**config.mk**
```make
export PLATFORM = sky130hd
export DESIGN_NAME = logic_axi4_stream_arbiter
export DESIGN_NICKNAME = d
export VERILOG_FILES = /design/src/rtl/logic_axi4_stream_arbiter.sv
export SDC_FILE = /design/constraint.sdc
export NUM_CORES = 1
export LEC_CHECK = 0
export CORE_MARGIN = 2
export CORE_UTILIZATION = 39
export CTS_CLUSTER_SIZE = 40
export DETAILED_ROUTE_END_ITERATION = 6
export HOLD_SLACK_MARGIN = 0.08
export PLACE_DENSITY_LB_ADDON = 0.3
export SYNTH_ARGS = -nofsm -noshare
export SYNTH_HDL_FRONTEND = slang
export SYNTH_SLANG_ARGS = --single-unit
export TNS_END_PERCENT = 10
```
**constraint.sdc**
```tcl
create_clock -name aclk -period 2.5 [get_ports aclk]
set_input_delay 0.25 -clock aclk [delete_from_list [all_inputs] [get_ports aclk]]
set_output_delay 0.25 -clock aclk [all_outputs]
set_load 0.01 [all_outputs]
```
**src/rtl/logic_axi4_stream_arbiter.sv**
```systemverilog
// Packet-granular round-robin arbiter sharing one AXI4-Stream output between INPUTS requesters.
// Optional macro LOGIC_AXI4_STREAM_ARBITER_TID_OVERRIDE_EN: tx_tid carries the granted input index.
module logic_axi4_stream_arbiter #(
  parameter int INPUTS      = 4,
  parameter int TDATA_BYTES = 1,
  parameter int TUSER_WIDTH = 1,
  parameter int TDEST_WIDTH = 1,
  parameter int TID_WIDTH   = 1,
  parameter int USE_TLAST   = 1,
  parameter int USE_TKEEP   = 1
) (
  input  logic                              aclk,
  input  logic                              areset_n,
  input  logic [INPUTS-1:0]                 rx_tvalid,
  output logic [INPUTS-1:0]                 rx_tready,
  input  logic [INPUTS-1:0]                 rx_tlast,
  input  logic [INPUTS*TDATA_BYTES*8-1:0]   rx_tdata,
  input  logic [INPUTS*TDATA_BYTES-1:0]     rx_tkeep,
  input  logic [INPUTS*TUSER_WIDTH-1:0]     rx_tuser,
  input  logic [INPUTS*TDEST_WIDTH-1:0]     rx_tdest,
  input  logic [INPUTS*TID_WIDTH-1:0]       rx_tid,
  output logic                              tx_tvalid,
  input  logic                              tx_tready,
  output logic                              tx_tlast,
  output logic [TDATA_BYTES*8-1:0]          tx_tdata,
  output logic [TDATA_BYTES-1:0]            tx_tkeep,
  output logic [TUSER_WIDTH-1:0]            tx_tuser,
  output logic [TDEST_WIDTH-1:0]            tx_tdest,
  output logic [TID_WIDTH-1:0]              tx_tid
);

  localparam int DW    = TDATA_BYTES * 8;
  localparam int KW    = TDATA_BYTES;
  localparam int IDX_W = $clog2(INPUTS);

  typedef enum logic [0:0] {
    ST_IDLE = 1'b0,
    ST_BUSY = 1'b1
  } state_t;

  state_t                  state_r;
  logic [IDX_W-1:0]        grant_r;
  logic [IDX_W-1:0]        last_grant_r;
  logic [IDX_W-1:0]        pick_s;

  logic                    tx_tvalid_r;
  logic                    tx_tlast_r;
  logic [DW-1:0]           tx_tdata_r;
  logic [KW-1:0]           tx_tkeep_r;
  logic [TUSER_WIDTH-1:0]  tx_tuser_r;
  logic [TDEST_WIDTH-1:0]  tx_tdest_r;
  logic [TID_WIDTH-1:0]    tx_tid_r;

  logic [INPUTS-1:0]       rx_tready_s;
  logic                    rx_hs_s;
  logic                    tx_hs_s;
  logic                    eop_s;

  logic [DW-1:0]           data_a_s [INPUTS];
  logic [KW-1:0]           keep_a_s [INPUTS];
  logic [TUSER_WIDTH-1:0]  user_a_s [INPUTS];
  logic [TDEST_WIDTH-1:0]  dest_a_s [INPUTS];
  logic [TID_WIDTH-1:0]    tid_a_s  [INPUTS];

  logic                    sel_last_s;
  logic [DW-1:0]           sel_data_s;
  logic [KW-1:0]           sel_keep_s;
  logic [TUSER_WIDTH-1:0]  sel_user_s;
  logic [TDEST_WIDTH-1:0]  sel_dest_s;
  logic [TID_WIDTH-1:0]    sel_tid_s;

`ifdef LOGIC_AXI4_STREAM_ARBITER_TID_OVERRIDE_EN
  if (TID_WIDTH < $clog2(INPUTS)) begin : g_tid_width_check
    $error("TID_WIDTH too narrow to carry the granted input index");
  end
`endif

  // First requester after the previous winner, wrapping modulo INPUTS.
  function automatic logic [IDX_W-1:0] rr_pick(input logic [INPUTS-1:0] req,
                                              input logic [IDX_W-1:0]  last);
    logic [IDX_W-1:0] pick;
    logic [IDX_W-1:0] cand;
    logic             found;
    pick  = last;
    found = 1'b0;
    for (int k = 1; k <= INPUTS; k++) begin
      cand = IDX_W'((int'(last) + k) % INPUTS);
      if (!found && req[cand]) begin
        pick  = cand;
        found = 1'b1;
      end
    end
    return pick;
  endfunction

  // Unpack the per-input slices into indexable arrays.
  always_comb begin
    for (int i = 0; i < INPUTS; i++) begin
      data_a_s[i] = rx_tdata[i*DW +: DW];
      keep_a_s[i] = rx_tkeep[i*KW +: KW];
      user_a_s[i] = rx_tuser[i*TUSER_WIDTH +: TUSER_WIDTH];
      dest_a_s[i] = rx_tdest[i*TDEST_WIDTH +: TDEST_WIDTH];
      tid_a_s[i]  = rx_tid[i*TID_WIDTH +: TID_WIDTH];
    end
  end

  // Ready only for the granted input, and only when the output register can take a beat.
  always_comb begin
    rx_tready_s = '0;
    if (state_r == ST_BUSY) begin
      rx_tready_s[grant_r] = !tx_tvalid_r || tx_tready;
    end else begin
      rx_tready_s = '0;
    end
    rx_hs_s = rx_tvalid[grant_r] && rx_tready_s[grant_r];
    tx_hs_s = tx_tvalid_r && tx_tready;
    eop_s   = rx_hs_s && ((USE_TLAST == 0) || rx_tlast[grant_r]);
    pick_s  = rr_pick(rx_tvalid, last_grant_r);
  end

  // Payload of the granted slice, with the constant-field options applied.
  always_comb begin
    sel_last_s = (USE_TLAST != 0) ? rx_tlast[grant_r] : 1'b1;
    sel_data_s = data_a_s[grant_r];
    sel_keep_s = (USE_TKEEP != 0) ? keep_a_s[grant_r] : {KW{1'b1}};
    sel_user_s = user_a_s[grant_r];
    sel_dest_s = dest_a_s[grant_r];
`ifdef LOGIC_AXI4_STREAM_ARBITER_TID_OVERRIDE_EN
    sel_tid_s  = TID_WIDTH'(grant_r);
`else
    sel_tid_s  = tid_a_s[grant_r];
`endif
  end

  // Arbitration FSM plus the single output register stage.
  always_ff @(posedge aclk) begin
    if (!areset_n) begin
      state_r      <= ST_IDLE;
      grant_r      <= '0;
      last_grant_r <= IDX_W'(INPUTS - 1);
      tx_tvalid_r  <= 1'b0;
      tx_tlast_r   <= 1'b0;
      tx_tdata_r   <= '0;
      tx_tkeep_r   <= '0;
      tx_tuser_r   <= '0;
      tx_tdest_r   <= '0;
      tx_tid_r     <= '0;
    end else begin
      case (state_r)
        ST_IDLE: begin
          if (|rx_tvalid) begin
            grant_r <= pick_s;
            state_r <= ST_BUSY;
          end else begin
            state_r <= ST_IDLE;
          end
        end
        ST_BUSY: begin
          if (eop_s) begin
            last_grant_r <= grant_r;
            state_r      <= ST_IDLE;
          end else begin
            state_r <= ST_BUSY;
          end
        end
        default: state_r <= ST_IDLE;
      endcase

      // A new beat wins over draining, so back-to-back beats flow at full rate.
      if (rx_hs_s) begin
        tx_tvalid_r <= 1'b1;
        tx_tlast_r  <= sel_last_s;
        tx_tdata_r  <= sel_data_s;
        tx_tkeep_r  <= sel_keep_s;
        tx_tuser_r  <= sel_user_s;
        tx_tdest_r  <= sel_dest_s;
        tx_tid_r    <= sel_tid_s;
      end else if (tx_hs_s) begin
        tx_tvalid_r <= 1'b0;
      end else begin
        tx_tvalid_r <= tx_tvalid_r;
      end
    end
  end

  assign rx_tready = rx_tready_s;
  assign tx_tvalid = tx_tvalid_r;
  assign tx_tlast  = tx_tlast_r;
  assign tx_tdata  = tx_tdata_r;
  assign tx_tkeep  = tx_tkeep_r;
  assign tx_tuser  = tx_tuser_r;
  assign tx_tdest  = tx_tdest_r;
  assign tx_tid    = tx_tid_r;

endmodule

```
==> results_dict.tcl, run 1 <==
set metrics [dict create \
    critical_path_class "flip-flop to primary output" \
    holdPathEnd "tx_tlast" \
    arrival_ns 1.95 \
    grt_start_max_net_pins 20 \
    synth_top_cell_area_share 0.3227 \
    ioPinCount 77 \
    cts_buffer_depth 2 \
    die_y_um 58.98 \
    core_um2 2805 \
    crit_required_ns 2.25 \
    rsz0062_at_grt "false" \
    drc 7 \
    drive_gt1_frac 0.08523 \
    path_clk_slew_ns 0.10 \
    power_leakage_nw 0.7618 \
    holdPathStages 2 \
    setup_tns_ns 0 \
    wire_per_inst_um 14.57 \
    r2r_slack_ns 0.56 \
    hold_viol_final 0 \
    start_util 0.4202 \
    outcome "finished, violations left" \
    yosysWarnings 0 \
    dp_hpwl_mm 2.442 \
    ys_ff_latch 19 \
    drt_iter0_markers 43 \
    synth.distinct_cells 25 \
    grt.overflow.total 0 \
    worst_pin_slew_ns 0.6270 \
    ys_top_cells_by_area "dfxtp_1 32%, mux4_2 17%, mux4_1 11%" \
    first_global_vias 1186 \
    syn-num-nets 160 \
    synth_seq_area_share 0.3227 \
    die_w_um 58.98 \
    clock.fmax_mhz 454.8 \
    dpl_cell_area_um2 1941 \
    rr_worst_depth 4 \
    regToRegEndpoint "last_grant_r[1]" \
    antenna_cells 0 \
    ant_nets 0 \
    vias 1116 \
    syn_inst 101 \
    cts_setup_buffers 0 \
    max_cap_viol_count 0 \
    violations "design-rule violations" \
    rows 19 \
    nets 236 \
    cts_tree "built" \
    cts_made_buffers 3 \
    grt_usage 0.1816 \
    path_max_fanout 13 \
    period_needed_ns 2.199 \
    viasPerCell 5.391 \
    hold_ws_ns 0.4641 \
    peakVddDrop_mv 0.2018 \
    drt_pass1_iterations 6 \
    syn_to_final_growth_pct 66.88 \
    fin_area_um2 1967 \
    routabilityCongestion 0.7148 \
    hold_path_class "flip-flop to flip-flop" \
    htreeDepth 1 \
    period_share 0.8796 \
    wl_mm 3.017 \
    clkSinkCount 19 \
    cts-resized-gates 0 \
    cts_root_buffer "clkbuf_4" \
    p_per_area_nw_per_um2 420.4 \
    grt_pass1_wl_mm 4.905 \
    synth.avg_cell_area_um2 11.67 \
    r2r_start "grant_r[0]" \
    setup_viol 0 \
    clock_latency_ns 0.29 \
    slew_headroom 0.5814 \
    finalMaxSlewViolations 0 \
    min_from "tx_tlast" \
    worstSetupEndpointType "primary output" \
    yosys.area.top_type "dfxtp_1" \
    worstSetupStartpointType "flip-flop" \
    die_area_um2 3478 \
    antenna_found_initial 0 \
    port_buffers 76 \
    syn_area_um2 1179 \
    postCtsHoldBufs 0 \
    fin_skew_ns 0.007127 \
]
==> layout by cell type (no fill, tap or decap) <==
| master | instances |
|---|---|
| a21boi_0 | 2 |
| inv_1 | 1 |
| clkbuf_1 | 1 |
| clkbuf_4 | 3 |
| nor2b_1 | 15 |
| a31oi_1 | 1 |
| a21boi_1 | 1 |
| nand2_1 | 5 |
| mux4_2 | 9 |
| nor4_1 | 1 |
| clkdlybuf4s50_1 | 76 |
| o211ai_1 | 3 |
| buf_4 | 2 |
| nand4_1 | 1 |
| nand2b_1 | 3 |
| mux2i_1 | 13 |
| a21oi_1 | 1 |
| dfxtp_1 | 19 |
| nor2_1 | 6 |
| o31ai_1 | 1 |
| nand3_4 | 1 |
| mux4_1 | 5 |
| o21ai_0 | 2 |
| nor3_1 | 2 |
| nand3_1 | 2 |
==> worst max path at each step <==
stage,start,endpoint,slack [ns],cells after the start
after floorplan,grant_r[1],tx_tdata[0],0.91,6
final,grant_r[0],rx_tready[1],0.30,3
after CTS,grant_r[0],rx_tready[1],0.26,3
after global placement,tx_tready,rx_tready[0],0.51,5
after global routing,grant_r[0],rx_tready[1],0.16,3
after detailed placement,tx_tready,rx_tready[2],0.47,5
==> flip-flops by register name (all words and copies together) (netlist names) <==
| signal | count |
|---|---|
| tx_tdata | 8 |
| grant_r | 2 |
| last_grant_r | 2 |
| state_r | 1 |
| tx_tdest | 1 |
| tx_tid | 1 |
| tx_tkeep | 1 |
| tx_tlast | 1 |
| tx_tuser | 1 |
| tx_tvalid | 1 |
==> layout make-up <==
cell class                 instances  area (µm²)
fill                             223       838.3
timing repair buffer              78       775.7
multi-input combinational         74       742.0
sequential                        19       380.4
tap                               31       38.79
clock buffer                       4       26.28
inverter                           1       3.754
==> per-stage QoR <==
step	utilization	setup WS [ns]	power [mW]	cells
after floorplan	-	0.9142	0.5291	101
after global placement	0.6918	0.5105	0.6745	203
after detailed placement	0.6918	0.4734	0.6851	203
after CTS	0.7012	0.2584	0.8361	207
after global routing	0.7012	0.1630	0.8735	207
final	0.7012	0.3011	0.8269	207
==> cell families (layout without fill, tap and decap cells) <==
family          count (synthesis)  after routing  synth area share
simple gates                   36             36            0.1730
mux                            27             27            0.3938
flops                          19             19            0.3227
compound gates                 11             11           0.06263
buf+inv                         8             83           0.04777
==> power by group <==
part	internal, mW	switching [mW]	leakage (nW)
logic	0.214	0.105	0.591
registers	0.329	0.0274	0.156
clock network	0.0620	0.0893	0.0150
total	0.605	0.222	0.762
==> synthesized netlist by cell type <==
cell / instances
a21boi_0: 2
inv_1: 1
o21ai_0: 2
a21boi_1: 1
mux2i_1: 13
a21oi_1: 1
nor4_1: 1
buf_2: 2
nand2b_1: 3
mux4_2: 9
nor3_1: 2
a31oi_1: 1
clkbuf_1: 3
buf_6: 1
nor2b_1: 15
nand3_4: 1
nand2_1: 5
nor2_1: 6
nand4_1: 1
o211ai_1: 3
o31ai_1: 1
mux4_1: 5
dfxtp_1: 19
buf_12: 1
nand3_1: 2
==> critical path: stages (launching register included) <==
cell and delay [ns]:
dfxtp_1 0.74, inv_1 0.17, nor3_1 0.20, clkdlybuf4s50_1 0.56
==> per-layer routing <==
layer / vias up / track usage / part of all wire
li1: 538 / - / -
met1: 535 / 0.1842 / 0.37
met2: 41 / 0.3683 / 0.54
met3: 2 / 0.03493 / 0.080
met4: 0 / 0.04870 / 0.0063
met5: - / 0 / 0
Power figures use the tool's default switching activity.
==> run 2: changes to the inputs <==
Settings changed: MAX_ROUTING_LAYER from default to met4.
==> results_dict.tcl, run 2 (synthesized netlist as in run 1, its figures left out) <==
set metrics [dict create \
    outcome "finished, violations left" \
    violations "design-rule violations" \
    holdPathEnd "tx_tlast" \
    hold_path_class "flip-flop to flip-flop" \
    peakVddDrop_mv 0.2015 \
    drive_gt1_frac 0.08523 \
    cts_setup_buffers 0 \
    core_um2 2805 \
    use_met2 0.3683 \
    fillers 223 \
    worstSetupStartpointType "flip-flop" \
    drt_iter0_markers 42 \
    drt_pass1_iterations 7 \
    period_needed_ns 2.197 \
    finalPower_mw 0.8259 \
    gr-usage-met3 0.03493 \
    r2r_slack_ns 0.57 \
    htreeDepth 1 \
    setup_viol 0 \
    arrival_ns 1.95 \
    cts_tree "built" \
    nets 236 \
    die_y_um 58.98 \
    antenna_cells 0 \
    largest_reg_flops 8 \
    port_buffers 76 \
    cts_root_buffer "clkbuf_4" \
    grt_start_max_net_pins 20 \
    min_from "tx_tlast" \
    antenna_found_initial 0 \
    fin_skew_ns 0.007188 \
    cts-resized-gates 0 \
    dp_hpwl_mm 2.442 \
    period_share 0.8787 \
    dpl_cell_area_um2 1941 \
    worst_pin_slew_ns 0.6253 \
    rsz0062_at_grt "false" \
    die_area_um2 3478 \
    p_per_area_nw_per_um2 419.9 \
    grt_use_met1 0.1842 \
    ant_nets 0 \
    grt.overflow.total 0 \
    critical_path_class "flip-flop to primary output" \
    wl_mm 2.998 \
    grt_pass1_wl_mm 4.912 \
    routabilityCongestion 0.7230 \
    rr_worst_depth 4 \
    hold_ws_ns 0.4640 \
    grt_usage 0.1870 \
    layout_common_cells "76 x clkdlybuf4s50_1, 19 x dfxtp_1, 15 x nor2b_1, 13 x mux2i_1, 9 x mux4_2" \
    register_area_um2 380.4 \
    ioPinCount 77 \
    syn_to_final_growth_pct 66.88 \
    hold_viol_final 0 \
    clock.fmax_mhz 455.2 \
    clkSinkCount 19 \
    busiest_layer "met2" \
    cts_made_buffers 3 \
    r2r_start "grant_r[0]" \
    vias 1111 \
    holdPathStages 2 \
    path_clk_slew_ns 0.10 \
    path_max_fanout 13 \
    fin_area_um2 1967 \
    first_global_vias 1185 \
    cts_buffer_depth 2 \
    slew_headroom 0.5826 \
    drc 7 \
    power_leakage_nw 0.7618 \
    start_util 0.4202 \
    regToRegEndpoint "last_grant_r[1]" \
    setup_tns_ns 0 \
    worstSetupEndpointType "primary output" \
    wire_per_inst_um 14.48 \
    final_common_cell "clkdlybuf4s50_1" \
    multiInputGateArea_um2 742.0 \
    max_cap_viol_count 0 \
    crit_required_ns 2.25 \
    die_w_um 58.98 \
    finalMaxSlewViolations 0 \
    viasPerCell 5.367 \
    rows 19 \
    clock_latency_ns 0.29 \
    postCtsHoldBufs 0 \
]
==> run 2: where the power goes <==
part | leakage, nW | total (mW) | switching, mW | internal [mW]
Sequential | 0.156 | 0.357 | 0.0274 | 0.329
Clock | 0.0150 | 0.151 | 0.0888 | 0.0620
Combinational | 0.591 | 0.318 | 0.105 | 0.214
==> run 2: area by class of cell <==
type | count | area share
Timing Repair Buffer | 78 | 0.3944
Multi-Input combinational cell | 74 | 0.3772
Sequential cell | 19 | 0.1934
Tap cell | 31 | 0.01972
Clock buffer | 4 | 0.01336
Inverter | 1 | 0.001908
==> run 2: how the worst max path moves through the flow <==
stage	start	to	slack [ns]	cells after the start
2_1_floorplan	grant_r[1]	tx_tdata[0]	0.91	6
3_3_place_gp	tx_tready	rx_tready[0]	0.51	5
3_5_place_dp	tx_tready	rx_tready[2]	0.47	5
4_1_cts	grant_r[0]	rx_tready[1]	0.26	3
5_1_grt	grant_r[0]	rx_tready[1]	0.16	3
6_report	grant_r[0]	rx_tready[1]	0.30	3
==> run 2: layer usage <==
| layer | part of all wire | up-vias |
|---|---|---|
| met2 | 0.54 | 41 |
| met4 | 0.0057 | 0 |
| met5 | 0 | - |
| met1 | 0.37 | 530 |
| li1 | - | 538 |
| met3 | 0.082 | 2 |
==> run 2: worst max-delay path: stages (launching register included) <==
cell	delay (ns)
dfxtp_1	0.73
inv_1	0.17
nor3_1	0.20
clkdlybuf4s50_1	0.56
==> run 2: through the flow <==
step | util | worst slack [ns] | instances
6_report | 0.7012 | 0.3031 | 207
3_3_place_gp | 0.6918 | 0.5105 | 203
5_1_grt | 0.7012 | 0.1630 | 207
2_1_floorplan | - | 0.9142 | 101
3_5_place_dp | 0.6918 | 0.4734 | 203
4_1_cts | 0.7012 | 0.2584 | 207
